--- config.mk ---
export PLATFORM = sky130hd
export DESIGN_NAME = updown_btn_ctrl_flat
export DESIGN_NICKNAME = d
export VERILOG_FILES = /design/src/rtl/updown_btn_ctrl_if.sv /design/src/rtl/updown_btn_ctrl.sv /design/src/flat_wrapper.sv
export SDC_FILE = /design/constraint.sdc
export NUM_CORES = 1
export LEC_CHECK = 0
export BUFFER_PORTS_ARGS = -buffer_cell sky130_fd_sc_hd__clkbuf_2
export CAP_MARGIN = 20
export CELL_PAD_IN_SITES_DETAIL_PLACEMENT = 1
export CELL_PAD_IN_SITES_GLOBAL_PLACEMENT = 2
export CORE_MARGIN = 8
export CORE_UTILIZATION = 40
export CTS_CLUSTER_SIZE = 25
export DETAILED_ROUTE_END_ITERATION = 8
export PLACE_DENSITY = 0.82
export SYNTH_ARGS = -nofsm -noshare
export SYNTH_HDL_FRONTEND = slang
export SYNTH_SLANG_ARGS = --single-unit
--- constraint.sdc ---
create_clock -name sys_clk -period 6.7 [get_ports sys_clk]
set_input_delay 1.005 -clock sys_clk [delete_from_list [all_inputs] [get_ports sys_clk]]
set_output_delay 1.005 -clock sys_clk [all_outputs]
set_load 0.02 [all_outputs]
--- src/rtl/updown_btn_ctrl_if.sv ---
// Button / counter bundle between the raw button source and the up/down
// button controller.
//   up, down             raw asynchronous buttons (source -> controller)
//   count                current counter value
//   up_level, down_level debounced button levels
//   step_up, step_down   one-cycle pulses: a step was applied
//   wrap                 one-cycle pulse: the applied step wrapped
//   conflict             one-cycle pulse: simultaneous requests discarded
interface updown_btn_ctrl_if #(
   parameter int CNT_W = 4
);
   logic             up;
   logic             down;
   logic [CNT_W-1:0] count;
   logic             up_level;
   logic             down_level;
   logic             step_up;
   logic             step_down;
   logic             wrap;
   logic             conflict;

   modport master (
      output up, down,
      input  count, up_level, down_level, step_up, step_down, wrap, conflict
   );

   modport slave (
      input  up, down,
      output count, up_level, down_level, step_up, step_down, wrap, conflict
   );
endinterface

--- src/rtl/updown_btn_ctrl.sv ---
// Up/down button front end: 2-FF synchronisers, debouncers, press / hold /
// auto-repeat step generation and arbitration onto one modulo counter.
//   sys_clk  system clock, rising edge
//   sys_rst  synchronous reset, active-high
//   btn_if   slave side of updown_btn_ctrl_if (raw buttons in, counter,
//            debounced levels and event pulses out)
//
// Per-button FSM:
//   state     | meaning
//   ST_IDLE   | button released; a level rising edge issues the press step
//   ST_HELD   | pressed; hold timer running toward the first repeat step
//   ST_REPEAT | auto-repeat; a step every REPEAT_CYCLES while held
module updown_btn_ctrl #(
   parameter int DB_CYCLES     = 8,
   parameter int HOLD_CYCLES   = 64,
   parameter int REPEAT_CYCLES = 16,
   parameter int CNT_W         = 4,
   parameter int CNT_MAX       = 15
) (
   input  logic               sys_clk,
   input  logic               sys_rst,
   updown_btn_ctrl_if.slave   btn_if
);
   localparam int DB_W    = $clog2(DB_CYCLES);
   localparam int TMR_MAX = (HOLD_CYCLES > REPEAT_CYCLES) ? HOLD_CYCLES : REPEAT_CYCLES;
   localparam int TMR_W   = (TMR_MAX > 1) ? $clog2(TMR_MAX) : 1;

   typedef enum logic [1:0] {ST_IDLE, ST_HELD, ST_REPEAT} state_e;

   // Index 0 = up button, index 1 = down button.
   logic [1:0]       sync1_q, sync1_d;
   logic [1:0]       sync2_q, sync2_d;
   logic [1:0]       level_q, level_d;
   logic [1:0]       level_prev_q, level_prev_d;
   logic [DB_W-1:0]  db_cnt_q [2];
   logic [DB_W-1:0]  db_cnt_d [2];
   state_e           state_q [2];
   state_e           state_d [2];
   logic [TMR_W-1:0] tmr_q [2];
   logic [TMR_W-1:0] tmr_d [2];
   logic [1:0]       req;

   logic [CNT_W-1:0] count_q, count_d;
   logic             step_up_q, step_up_d;
   logic             step_down_q, step_down_d;
   logic             wrap_q, wrap_d;
   logic             conflict_q, conflict_d;

   always_comb begin
      sync1_d      = {btn_if.down, btn_if.up};
      sync2_d      = sync1_q;
      level_d      = level_q;
      level_prev_d = level_q;
      req          = '0;
      for (int i = 0; i < 2; i++) begin
         db_cnt_d[i] = db_cnt_q[i];
         state_d[i]  = state_q[i];
         tmr_d[i]    = tmr_q[i];

         // Level only flips after DB_CYCLES consecutive mismatching samples.
         if (sync2_q[i] == level_q[i]) begin
            db_cnt_d[i] = '0;
         end else if (db_cnt_q[i] == DB_W'(DB_CYCLES - 1)) begin
            level_d[i]  = ~level_q[i];
            db_cnt_d[i] = '0;
         end else begin
            db_cnt_d[i] = db_cnt_q[i] + DB_W'(1);
         end

         // Timers are down-counters loaded with period-1; a step fires at zero.
         case (state_q[i])
            ST_IDLE: begin
               tmr_d[i] = '0;
               if (level_q[i] && !level_prev_q[i]) begin
                  req[i]     = 1'b1;
                  state_d[i] = ST_HELD;
                  tmr_d[i]   = TMR_W'(HOLD_CYCLES - 1);
               end
            end
            ST_HELD, ST_REPEAT: begin
               if (!level_q[i]) begin
                  state_d[i] = ST_IDLE;
                  tmr_d[i]   = '0;
               end else if (tmr_q[i] == '0) begin
                  req[i]     = 1'b1;
                  state_d[i] = ST_REPEAT;
                  tmr_d[i]   = TMR_W'(REPEAT_CYCLES - 1);
               end else begin
                  tmr_d[i] = tmr_q[i] - TMR_W'(1);
               end
            end
            default: begin
               state_d[i] = ST_IDLE;
               tmr_d[i]   = '0;
            end
         endcase
      end
   end

   always_comb begin
      count_d     = count_q;
      step_up_d   = 1'b0;
      step_down_d = 1'b0;
      wrap_d      = 1'b0;
      conflict_d  = 1'b0;
      case (req)
         2'b01: begin
            step_up_d = 1'b1;
            if (count_q == CNT_W'(CNT_MAX)) begin
               count_d = '0;
               wrap_d  = 1'b1;
            end else begin
               count_d = count_q + CNT_W'(1);
            end
         end
         2'b10: begin
            step_down_d = 1'b1;
            if (count_q == '0) begin
               count_d = CNT_W'(CNT_MAX);
               wrap_d  = 1'b1;
            end else begin
               count_d = count_q - CNT_W'(1);
            end
         end
         2'b11:   conflict_d = 1'b1;
         default: ;
      endcase
   end

   always_ff @(posedge sys_clk) begin
      if (sys_rst) begin
         sync1_q      <= '0;
         sync2_q      <= '0;
         level_q      <= '0;
         level_prev_q <= '0;
         for (int i = 0; i < 2; i++) begin
            db_cnt_q[i] <= '0;
            state_q[i]  <= ST_IDLE;
            tmr_q[i]    <= '0;
         end
         count_q     <= '0;
         step_up_q   <= 1'b0;
         step_down_q <= 1'b0;
         wrap_q      <= 1'b0;
         conflict_q  <= 1'b0;
      end else begin
         sync1_q      <= sync1_d;
         sync2_q      <= sync2_d;
         level_q      <= level_d;
         level_prev_q <= level_prev_d;
         for (int i = 0; i < 2; i++) begin
            db_cnt_q[i] <= db_cnt_d[i];
            state_q[i]  <= state_d[i];
            tmr_q[i]    <= tmr_d[i];
         end
         count_q     <= count_d;
         step_up_q   <= step_up_d;
         step_down_q <= step_down_d;
         wrap_q      <= wrap_d;
         conflict_q  <= conflict_d;
      end
   end

   assign btn_if.count      = count_q;
   assign btn_if.up_level   = level_q[0];
   assign btn_if.down_level = level_q[1];
   assign btn_if.step_up    = step_up_q;
   assign btn_if.step_down  = step_down_q;
   assign btn_if.wrap       = wrap_q;
   assign btn_if.conflict   = conflict_q;
endmodule

--- src/flat_wrapper.sv ---
// flat-port wrapper written by rule: the top's interface ports become plain ports
module updown_btn_ctrl_flat 
#(
   parameter int DB_CYCLES     = 8,
   parameter int HOLD_CYCLES   = 64,
   parameter int REPEAT_CYCLES = 16,
   parameter int CNT_W         = 4,
   parameter int CNT_MAX       = 15
)
  (sys_clk, sys_rst, btn_if_up, btn_if_down, btn_if_count, btn_if_up_level, btn_if_down_level, btn_if_step_up, btn_if_step_down, btn_if_wrap, btn_if_conflict);
  updown_btn_ctrl_if #(.CNT_W(CNT_W)) btn_if_i ();
  input  logic sys_clk;
  input  logic sys_rst;
  input wire logic [$bits(btn_if_i.up)-1:0] btn_if_up;
  input wire logic [$bits(btn_if_i.down)-1:0] btn_if_down;
  output wire logic [$bits(btn_if_i.count)-1:0] btn_if_count;
  output wire logic [$bits(btn_if_i.up_level)-1:0] btn_if_up_level;
  output wire logic [$bits(btn_if_i.down_level)-1:0] btn_if_down_level;
  output wire logic [$bits(btn_if_i.step_up)-1:0] btn_if_step_up;
  output wire logic [$bits(btn_if_i.step_down)-1:0] btn_if_step_down;
  output wire logic [$bits(btn_if_i.wrap)-1:0] btn_if_wrap;
  output wire logic [$bits(btn_if_i.conflict)-1:0] btn_if_conflict;
  assign btn_if_i.up = btn_if_up;
  assign btn_if_i.down = btn_if_down;
  assign btn_if_count = btn_if_i.count;
  assign btn_if_up_level = btn_if_i.up_level;
  assign btn_if_down_level = btn_if_i.down_level;
  assign btn_if_step_up = btn_if_i.step_up;
  assign btn_if_step_down = btn_if_i.step_down;
  assign btn_if_wrap = btn_if_i.wrap;
  assign btn_if_conflict = btn_if_i.conflict;
  updown_btn_ctrl #(.DB_CYCLES(DB_CYCLES), .HOLD_CYCLES(HOLD_CYCLES), .REPEAT_CYCLES(REPEAT_CYCLES), .CNT_W(CNT_W), .CNT_MAX(CNT_MAX)) u_core (.sys_clk(sys_clk), .sys_rst(sys_rst), .btn_if(btn_if_i));
endmodule
==> results of run 1 <==
-- layout make-up --
| type | count | area, um2 |
|---|---|---|
| Timing Repair Buffer | 13 | 65.1 |
| Multi-Input combinational cell | 136 | 1000 |
| Clock buffer | 7 | 76.3 |
| Tap cell | 52 | 65.1 |
| Inverter | 15 | 56.3 |
| Fill cell | 524 | 2390 |
| Sequential cell | 38 | 761 |
-- worst max-delay path by stage --
stage	slack, ps	end	cells past startpoint	startpoint
6_report	4200	u_core.btn_if.count[3]	9	u_core.tmr_q[0][9]
2_1_floorplan	4410	u_core.btn_if.count[2]	8	u_core.tmr_q[0][2]
5_1_grt	3990	u_core.btn_if.count[3]	9	u_core.tmr_q[0][9]
3_3_place_gp	4300	u_core.btn_if.count[0]	8	u_core.tmr_q[0][9]
4_1_cts	4200	u_core.btn_if.count[3]	9	u_core.tmr_q[0][9]
3_5_place_dp	4200	u_core.btn_if.count[3]	9	u_core.tmr_q[0][9]
-- state kept, by name (all words and copies together), names as in the netlist --
name / flops
u_core.tmr_q: 12
u_core.db_cnt_q: 6
u_core.btn_if.count: 4
u_core.state_q: 4
u_core.level_prev_d: 2
u_core.level_prev_q: 2
u_core.sync1_q: 2
u_core.sync2_q: 2
u_core.btn_if.conflict: 1
u_core.btn_if.step_down: 1
u_core.btn_if.step_up: 1
u_core.btn_if.wrap: 1
-- power groups by stage --
stage / clock network [mW] / registers [mW] / logic [mW]
floorplan: 0 / 0.240 / 0.0308
global placement: 0 / 0.240 / 0.0364
detailed placement: 0 / 0.241 / 0.0391
CTS: 0.149 / 0.236 / 0.0391
global route: 0.159 / 0.236 / 0.0439
finish: 0.144 / 0.236 / 0.0390
-- worst register-to-register path: cells and delay by family, from the launching register on --
family	cells	cell delay, ps
AO/OA/AOI/OAI	4	800
flip-flops	1	330
AND/OR/NAND/NOR	3	890
adder cells (fa/ha/maj)	1	300
buffers and inverters	1	120
-- synth_stat cells, drive strengths merged (3+ instances only) --
master and instances:
a21oi 13, nand2 8, ha 19, xnor2 6, nor2 13, and2 6
dfxtp 38, a211oi 3, or3 7, clkbuf 6, nor2b 6, o21a 4
inv 15, mux2i 3, nor3 6, nor3b 4, o21ai 8, xor2 5
-- routing by layer --
layer  up-vias  share of wire [%]  GRT usage [%]
met1       641                 48           14.1
met2        18                 48           19.2
met3         4                3.7           3.13
met4         0               0.80           4.71
met5         -                  0              0
li1        699                  -              -
-- metrics by stage --
stage          utilization [%]  power, mW  setup WS (ps)
2_1_floorplan                -      0.270           4410
4_1_cts                   45.9      0.423           4200
3_5_place_dp              44.2      0.280           4200
5_1_grt                   45.9      0.439           3990
3_3_place_gp              44.2      0.276           4300
6_report                  45.9      0.419           4200
-- cells by family after synthesis --
group / Yosys count / share of synthesized area (%)
simple gates: 60 / 19.1
compound gates: 43 / 15.6
flops: 38 / 41.2
buf+inv: 21 / 4.27
fa+ha+maj: 19 / 12.9
xor+xnor: 11 / 5.22
mux: 3 / 1.63
==> results.json, run 1 <==
{
  "status": "complete, no violations",
  "syn-num-nets": 218,
  "postPlaceCellArea_um2": 1950,
  "postSynthCellCount": 195,
  "arrival_ps": 2710,
  "path_buf_inv": 1,
  "holdPathStages": 1,
  "avgSynthCellArea_um2": 9.46,
  "insertion_delay_ps": 280,
  "syn_to_final_growth_pct": 9.97,
  "post-route-period-util_pct": 37.4,
  "final_common_cell": "dfxtp_1",
  "ant_nets": 0,
  "hp-class": "register to register",
  "finalMaxSlewViolations": 0,
  "cts_buffers": 5,
  "yosysWarnings": 0,
  "coreArea_um2": 4410,
  "final_hold_viol_count": 0,
  "relSlewSlack_pct": 62.0,
  "whs_endpoint": "u_core.db_cnt_q[0][3]",
  "rr_startpoint": "u_core.tmr_q[0][9]",
  "critPathMaxStageDelay_ps": 430,
  "antenna_found_initial": 0,
  "row_count": 24,
  "cts_max_level": 2,
  "rsz0062_at_grt": "false",
  "dp.cells": 254,
  "start_util_pct": 41.8,
  "final_net_count": 232,
  "setup_tns_ps": 0,
  "rrSetupSlack_ps": 4200,
  "grt_start_max_net_pins": 29,
  "grt_pass1_wl_um": 6910,
  "final_cell_mix": "dfxtp_1 (38), ha_1 (19), inv_1 (14), nor2_1 (13), clkbuf_2 (13)",
  "clockPowerShare_pct": 34.4,
  "internal_power_mw": 0.319,
  "worstHoldStart": "u_core.db_cnt_q[0][3]",
  "cts_max_path_buffers": 2,
  "cp.required_ps": 6910,
  "cts_resized": 0,
  "combinationalPowerShare_pct": 9.3,
  "slowest_stage": "or3_1",
  "clock-sinks": 38,
  "place_hpwl_um": 2960,
  "sw_frac_of_total_pct": 23.8,
  "dr_total_vias": 1362,
  "power_frac_seq_pct": 56.3,
  "grt_pass1_vias": 1488,
  "detail_route.iter0.violations": 62,
  "drt_wl_total_um": 3890,
  "crit_path_cell_trace": "or3_1, nor3b_4, nand2_1, a21oi_1, ha_1, inv_1, o31a_1, a221o_1, a21oi_1",
  "cts_tree": "built",
  "cts_hold_buf": 0,
  "dieWidth_um": 83.9,
  "yosysUniqueCellTypes": 41,
  "crit_path_max_fanout": 7,
  "clk_pin_slew_worst_paths_ps": 70,
  "endpoint_kind": "register",
  "synth.area.top_cells": "dfxtp_1 (41%), ha_1 (13%), a21oi_1 (3.3%), inv_1 (2.8%), xnor2_1 (2.8%)",
  "finalCriticalPeriod_ps": 2500,
  "num_io_pins": 14,
  "grt_usage_pct": 11.7,
  "antennaDiodeCount": 0,
  "fin_area_um2": 2030,
  "wl_per_cell_um": 14.9,
  "crit_top_cell": "a21oi_1",
  "yosysTopAreaCell": "dfxtp_1",
  "synth-edff-count": 0,
  "drc_errors": 0,
  "viasPerCell": 5.22,
  "ir_drop_v": 0.0000955,
  "powerDensity_nw_per_um2": 206,
  "holdWs_ps": 433,
  "gp_congestion": 0.725,
  "fmax_ghz": 0.400,
  "cts_root_buffer": "clkbuf_8",
  "setup_violations": 0,
  "syn_area_um2": 1840,
  "worst_pin_slew_ps": 571,
  "final-instance-count-excl-fill": 261,
  "chipHeight_um": 83.9,
  "drtPass1Iterations": 4,
  "grt-ovfl-total": 0,
  "leakage_nw": 0.800,
  "ys.flop_type": "dfxtp_1",
  "ys_seq_area_share_pct": 41.2,
  "r2r.worst_path.cells": 9,
  "drive_gt1_share_pct": 11.5,
  "async_flop_share_pct": 0,
  "cts_setup_buffers": 0,
  "cpLargestDelayFamily": "simple AND/OR/NAND/NOR gates",
  "dieArea_um2": 7040,
  "port_buffers": 13,
  "critPathKind": "register to register",
  "max_cap_violations": 0,
  "synth.top_cell.area_share_pct": 41.2,
  "power_switching_mw": 0.0998,
  "worst_clock_skew_ps": 6.73,
  "ys_ff_latch": 38,
  "worstReg2RegEnd": "u_core.btn_if.count[3]",
  "crit_path_start_kind": "register"
}
Note: power is estimated with default switching activity, not from simulation.
==> run 2, diff against run 1 <==
--- a/config.mk
+++ b/config.mk
@@ -10,10 +10,10 @@
 export CELL_PAD_IN_SITES_DETAIL_PLACEMENT = 1
 export CELL_PAD_IN_SITES_GLOBAL_PLACEMENT = 2
 export CORE_MARGIN = 8
-export CORE_UTILIZATION = 40
+export CORE_UTILIZATION = 37
 export CTS_CLUSTER_SIZE = 25
 export DETAILED_ROUTE_END_ITERATION = 8
-export PLACE_DENSITY = 0.82
+export PLACE_DENSITY = 0.76
 export SYNTH_ARGS = -nofsm -noshare
 export SYNTH_HDL_FRONTEND = slang
 export SYNTH_SLANG_ARGS = --single-unit
==> constraint.sdc (replaced) <==
create_clock -name sys_clk -period 2.6 [get_ports sys_clk]
set_input_delay 0.39 -clock sys_clk [delete_from_list [all_inputs] [get_ports sys_clk]]
set_output_delay 0.39 -clock sys_clk [all_outputs]
set_load 0.02 [all_outputs]
==> run 2 against run 1 <==
Net effect: cell count increased by 7.7%; combinational power increased to 2.6 times the previous value; non-clock buffer count increased by 4; maximum frequency increased by 2.9%; highest routed layer unchanged; hold slack got worse by 120 ps.
==> results.json, run 2 (synthesized netlist as in run 1, its figures left out) <==
{
  "ant_nets": 0,
  "grt_pass1_wl_um": 6650,
  "powerDensity_nw_per_um2": 622,
  "antenna_found_initial": 0,
  "fmax_ghz": 0.411,
  "rr_startpoint": "u_core.tmr_q[0][9]",
  "dieWidth_um": 86.6,
  "final_hold_viol_count": 0,
  "arrival_ps": 2650,
  "viasPerCell": 5.09,
  "startpoint": "u_core.tmr_q[0][9]",
  "setup_tns_ps": 0,
  "post-route-period-util_pct": 93.6,
  "num_io_pins": 14,
  "drive_gt1_share_pct": 14.5,
  "reg_top3": "u_core.tmr_q x12, u_core.db_cnt_q x6",
  "grt_pass1_vias": 1465,
  "detail_route.iter0.violations": 60,
  "cts_max_path_buffers": 2,
  "finalMaxSlewViolations": 0,
  "syn_to_final_growth_pct": 16.2,
  "cp.required_ps": 2810,
  "top_register": "u_core.tmr_q",
  "critPathKind": "register to register",
  "row_count": 25,
  "worst_clock_skew_ps": 4.68,
  "start_util_pct": 38.8,
  "hp-class": "primary input to register",
  "grt_usage_pct": 11.2,
  "place_hpwl_um": 2950,
  "cts_max_level": 2,
  "grt_start_max_net_pins": 18,
  "endpoint_kind": "register",
  "drt_wl_total_um": 3870,
  "worstHoldStart": "btn_if_down",
  "cts_resized": 0,
  "cts_buffers": 5,
  "ir_drop_v": 0.000356,
  "largest_reg_flops": 12,
  "setup_violations": 0,
  "cts_root_buffer": "clkbuf_8",
  "crit_path_max_fanout": 5,
  "insertion_delay_ps": 290,
  "drtPass1Iterations": 4,
  "worst_pin_slew_ps": 428,
  "final_common_cell": "dfxtp_1",
  "postPlaceCellArea_um2": 2000,
  "drc_errors": 0,
  "max_cap_violations": 0,
  "post-route-util_pct": 45.1,
  "finalCriticalPeriod_ps": 2430,
  "cts_setup_buffers": 0,
  "relSlewSlack_pct": 71.1,
  "rrSetupSlack_ps": 170,
  "grt-ovfl-total": 0,
  "final_net_count": 236,
  "antennaDiodeCount": 0,
  "chipHeight_um": 86.6,
  "rsz0062_at_grt": "false",
  "clock-sinks": 38,
  "coreArea_um2": 4750,
  "status": "complete, no violations",
  "wl_per_cell_um": 13.8,
  "clk_pin_slew_worst_paths_ps": 80,
  "dr_total_vias": 1430,
  "port_buffers": 13,
  "cts_tree": "built",
  "final_cell_mix": "dfxtp_1 (38), ha_1 (19), inv_1 (14), nor2_1 (13), clkbuf_2 (13)",
  "crit_path_start_kind": "register",
  "fin_area_um2": 2140,
  "dieArea_um2": 7500,
  "cts_hold_buf": 0,
  "leakage_nw": 0.850,
  "gp_congestion": 0.820
}
run 2: changes by cell type in the layout (fill, tap and decap cells not counted):
cell	delta
buf_4	+4
clkbuf_1	-2
bufinv_16	+2
clkbuf_8	+1
run 2: final timing paths:
check	endpoint	cells after the start
setup / recovery	u_core.btn_if.count[3]	9
hold / removal	u_core.sync1_q[1]	2
setup reg to reg	u_core.btn_if.count[3]	9
hold reg to reg	u_core.sync2_q[1]	1
run 2: cell type report:
class,instances,area [um2]
multi-input cells,136,1000
clock inverters,2,60.1
fillers,556,2610
flip-flops and latches,38,761
clock buffers,6,82.6
inverters,15,56.3
repair buffers,17,95.1
well taps,67,83.8
run 2: per-stage QoR:
stage                     power, mW  worst slack (ps)  cells  hold WS [ps]
after global routing           1.39              6.23    281           310
after floorplan               0.697               310    195           406
after global placement        0.713               299    273           419
after detailed placement      0.723               184    273           432
final                          1.33               167    281           309
after CTS                      1.35               166    281           304
run 2: critical path, stage by stage (launching register included):
cell and delay (ps):
dfxtp_1 340, or3_1 430, nor3b_4 200, nand2_1 120
a21oi_1 220, ha_1 320, inv_1 110, o31a_1 110
a221o_1 340, a21oi_1 160
run 2: per-layer routing:
layer	part of all wire [%]	vias up	routed length, um	track usage, %
met2	48	21	1870	18.6
met1	47	696	1810	13.0
li1	-	706	-	-
met5	0	-	0	0
met3	3.3	7	129	3.21
met4	1.5	0	58	5.01
run 2: where the power goes:
| group | total, mW | switching, mW | internal [mW] | leakage (nW) |
|---|---|---|---|---|
| clock network | 0.623 | 0.214 | 0.409 | 0.0714 |
| registers | 0.606 | 0.00991 | 0.597 | 0.307 |
| logic | 0.103 | 0.0620 | 0.0410 | 0.471 |
==> run 3, diff against run 2 <==
--- a/config.mk
+++ b/config.mk
@@ -5,15 +5,16 @@
 export SDC_FILE = /design/constraint.sdc
 export NUM_CORES = 1
 export LEC_CHECK = 0
+export ABC_AREA = 1
 export BUFFER_PORTS_ARGS = -buffer_cell sky130_fd_sc_hd__clkbuf_2
 export CAP_MARGIN = 20
 export CELL_PAD_IN_SITES_DETAIL_PLACEMENT = 1
 export CELL_PAD_IN_SITES_GLOBAL_PLACEMENT = 2
 export CORE_MARGIN = 8
-export CORE_UTILIZATION = 37
+export CORE_UTILIZATION = 35
 export CTS_CLUSTER_SIZE = 25
 export DETAILED_ROUTE_END_ITERATION = 8
-export PLACE_DENSITY = 0.76
+export PLACE_DENSITY = 0.77
 export SYNTH_ARGS = -nofsm -noshare
 export SYNTH_HDL_FRONTEND = slang
 export SYNTH_SLANG_ARGS = --single-unit
==> run 3 against run 2 <==
Net effect: flip-flop and latch count unchanged; non-clock buffer count shrank 3; global-route usage is 0.72 points lower; critical path depth increased by 2; largest power group is now sequential cells.
==> results.json, run 3 <==
{
  "status": "complete, no violations",
  "dieWidth_um": 90.0,
  "fill_cells": 682,
  "cts_setup_buffers": 0,
  "top_register": "u_core.tmr_q",
  "setup_violations": 0,
  "grt_usage_pct": 10.5,
  "port_buffers": 13,
  "worst_pin_slew_ps": 289,
  "dieArea_um2": 8110,
  "synth.area.top_cells": "dfxtp_1 (40%), ha_1 (12%), inv_1 (7.2%), nand2_1 (6.8%), a21oi_1 (5.7%)",
  "cts_buffers": 5,
  "place_hpwl_um": 3060,
  "insertion_delay_ps": 290,
  "yosysTopAreaCell": "dfxtp_1",
  "avgSynthCellArea_um2": 7.80,
  "grt-ovfl-total": 0,
  "dr_total_vias": 1523,
  "hp-class": "primary input to register",
  "finalMaxSlewViolations": 0,
  "leakage_nw": 0.981,
  "ir_drop_v": 0.000302,
  "cts_tree": "built",
  "yosysUniqueCellTypes": 31,
  "clock-sinks": 38,
  "cts_max_level": 2,
  "power_frac_seq_pct": 56.5,
  "final_common_cell": "dfxtp_1",
  "critPathKind": "register to register",
  "post-route-period-util_pct": 79.1,
  "largest_reg_flops": 12,
  "ys_ff_latch": 38,
  "syn_area_um2": 1920,
  "cp.required_ps": 2770,
  "drc_errors": 0,
  "drt_wl_total_um": 3870,
  "rsz0062_at_grt": "false",
  "syn_to_final_growth_pct": 12.9,
  "cts_root_buffer": "clkbuf_8",
  "synth-edff-count": 0,
  "yosysWarnings": 0,
  "crit_path_max_fanout": 6,
  "synth_most_common_cell": "dfxtp_1",
  "gp_congestion": 0.753,
  "arrival_ps": 2230,
  "ant_nets": 0,
  "synth.top_cell.area_share_pct": 39.7,
  "postSynthCellCount": 246,
  "powerDensity_nw_per_um2": 484,
  "antenna_found_initial": 0,
  "num_io_pins": 14,
  "ys.flop_type": "dfxtp_1",
  "fmax_ghz": 0.486,
  "drive_gt1_share_pct": 16.5,
  "fin_area_um2": 2170,
  "worst_clock_skew_ps": 5.07,
  "internal_power_mw": 0.815,
  "cts_resized": 0,
  "final_hold_viol_count": 0,
  "chipHeight_um": 90.0,
  "clockPowerShare_pct": 39.9,
  "row_count": 27,
  "drtPass1Iterations": 4,
  "max_cap_violations": 0,
  "coreArea_um2": 5410,
  "detail_route.iter0.violations": 42,
  "antennaDiodeCount": 0,
  "final_cell_mix": "dfxtp_1 (38), inv_1 (37), nand2_1 (35), nor2_1 (28), a21oi_1 (22)",
  "endpoint_kind": "register",
  "synthTopCellsByCount": "dfxtp_1 (38), inv_1 (37), nand2_1 (35)",
  "finalCriticalPeriod_ps": 2060,
  "grt_pass1_vias": 1625,
  "crit_path_start_kind": "register",
  "start_util_pct": 35.5,
  "reg_top3": "u_core.tmr_q x12, u_core.db_cnt_q x6",
  "postPlaceCellArea_um2": 2070,
  "grt_start_max_net_pins": 15,
  "final_net_count": 288,
  "cts_max_path_buffers": 2,
  "sw_frac_of_total_pct": 22.3,
  "ys_seq_area_share_pct": 39.7,
  "syn-num-nets": 269,
  "viasPerCell": 4.51,
  "clk_pin_slew_worst_paths_ps": 70,
  "relSlewSlack_pct": 80.7,
  "setup_tns_ps": 0,
  "cts_hold_buf": 0,
  "power_switching_mw": 0.233,
  "async_flop_share_pct": 0,
  "combinationalPowerShare_pct": 3.6,
  "wl_per_cell_um": 11.4,
  "grt_pass1_wl_um": 7220
}
[run 3: cell count changes in the layout (fill, tap and decap cells not counted), moves of 5 or more]
cell and change:
a21oi_1 +10, and2_1 -6, inv_1 +23, nand2_1 +27, nand3_1 +17, nor2_1 +15
nor2_4 +6, nor2b_1 -6, nor3_1 -5, or3_1 -6, xnor2_1 -5
[run 3: area by class of cell]
| class | instances | area, um2 | area share, % |
|---|---|---|---|
| sequential | 38 | 761 | 35.1 |
| inverter | 43 | 163 | 7.51 |
| tap | 72 | 90.1 | 4.16 |
| clock inverter | 2 | 12.5 | 0.578 |
| clock buffer | 6 | 82.6 | 3.81 |
| timing repair buffer | 14 | 72.6 | 3.35 |
| multi-input combinational | 163 | 985 | 45.5 |
[run 3: power by group through the flow]
stage,clock [mW],combinational [mW],sequential [mW]
global route,0.464,0.0443,0.593
global placement,0,0.0389,0.605
finish,0.418,0.0382,0.592
detailed placement,0,0.0392,0.606
CTS,0.439,0.0394,0.592
floorplan,0,0.0286,0.605
[run 3: critical path, stage by stage, from the launching register on]
cell	delay, ps
dfxtp_1	360
inv_1	70
ha_1	270
nand2_1	90
nor3_1	220
o21bai_1	170
ha_1	310
nor2_1	70
nor2_1	80
o21ai_1	80
o21ai_0	160
a21oi_1	60
[run 3: through the flow]
| stage | hold slack [ps] | std cells | setup WS, ps | total power [mW] | utilization, % |
|---|---|---|---|---|---|
| after floorplan | 388 | 246 | 729 | 0.634 | - |
| after global placement | 391 | 330 | 554 | 0.644 | 38.3 |
| after detailed placement | 396 | 330 | 531 | 0.645 | 38.3 |
| after CTS | 276 | 338 | 520 | 1.07 | 40.1 |
| after global routing | 281 | 338 | 242 | 1.10 | 40.1 |
| final | 287 | 338 | 544 | 1.05 | 40.1 |
[run 3: cell families after synthesis]
family,after synthesis,synth area share (%)
buf+inv,45,9.00
flops,38,39.7
xor+xnor,3,1.37
compound gates,39,11.4
simple gates,102,26.2
fa+ha+maj,19,12.4
[run 3: final timing paths]
kind | from | end | slack (ps) | depth (start not counted)
worst min register to register | u_core.sync1_q[0] | u_core.sync2_q[0] | 410 | 2
worst max register to register | u_core.state_q[0][3] | u_core.btn_if.count[2] | 540 | 11
worst min-delay path | btn_if_down | u_core.sync1_q[1] | 290 | 3
worst max-delay path | u_core.state_q[0][3] | u_core.btn_if.count[2] | 540 | 11
[run 3: per-layer routing]
| layer | track usage (%) | routed length, um | part of all wire (%) |
|---|---|---|---|
| met3 | 3.08 | 106 | 2.7 |
| met1 | 12.6 | 1970 | 51 |
| met5 | 0 | 0 | 0 |
| met4 | 4.16 | 38 | 0.98 |
| met2 | 17.1 | 1760 | 45 |
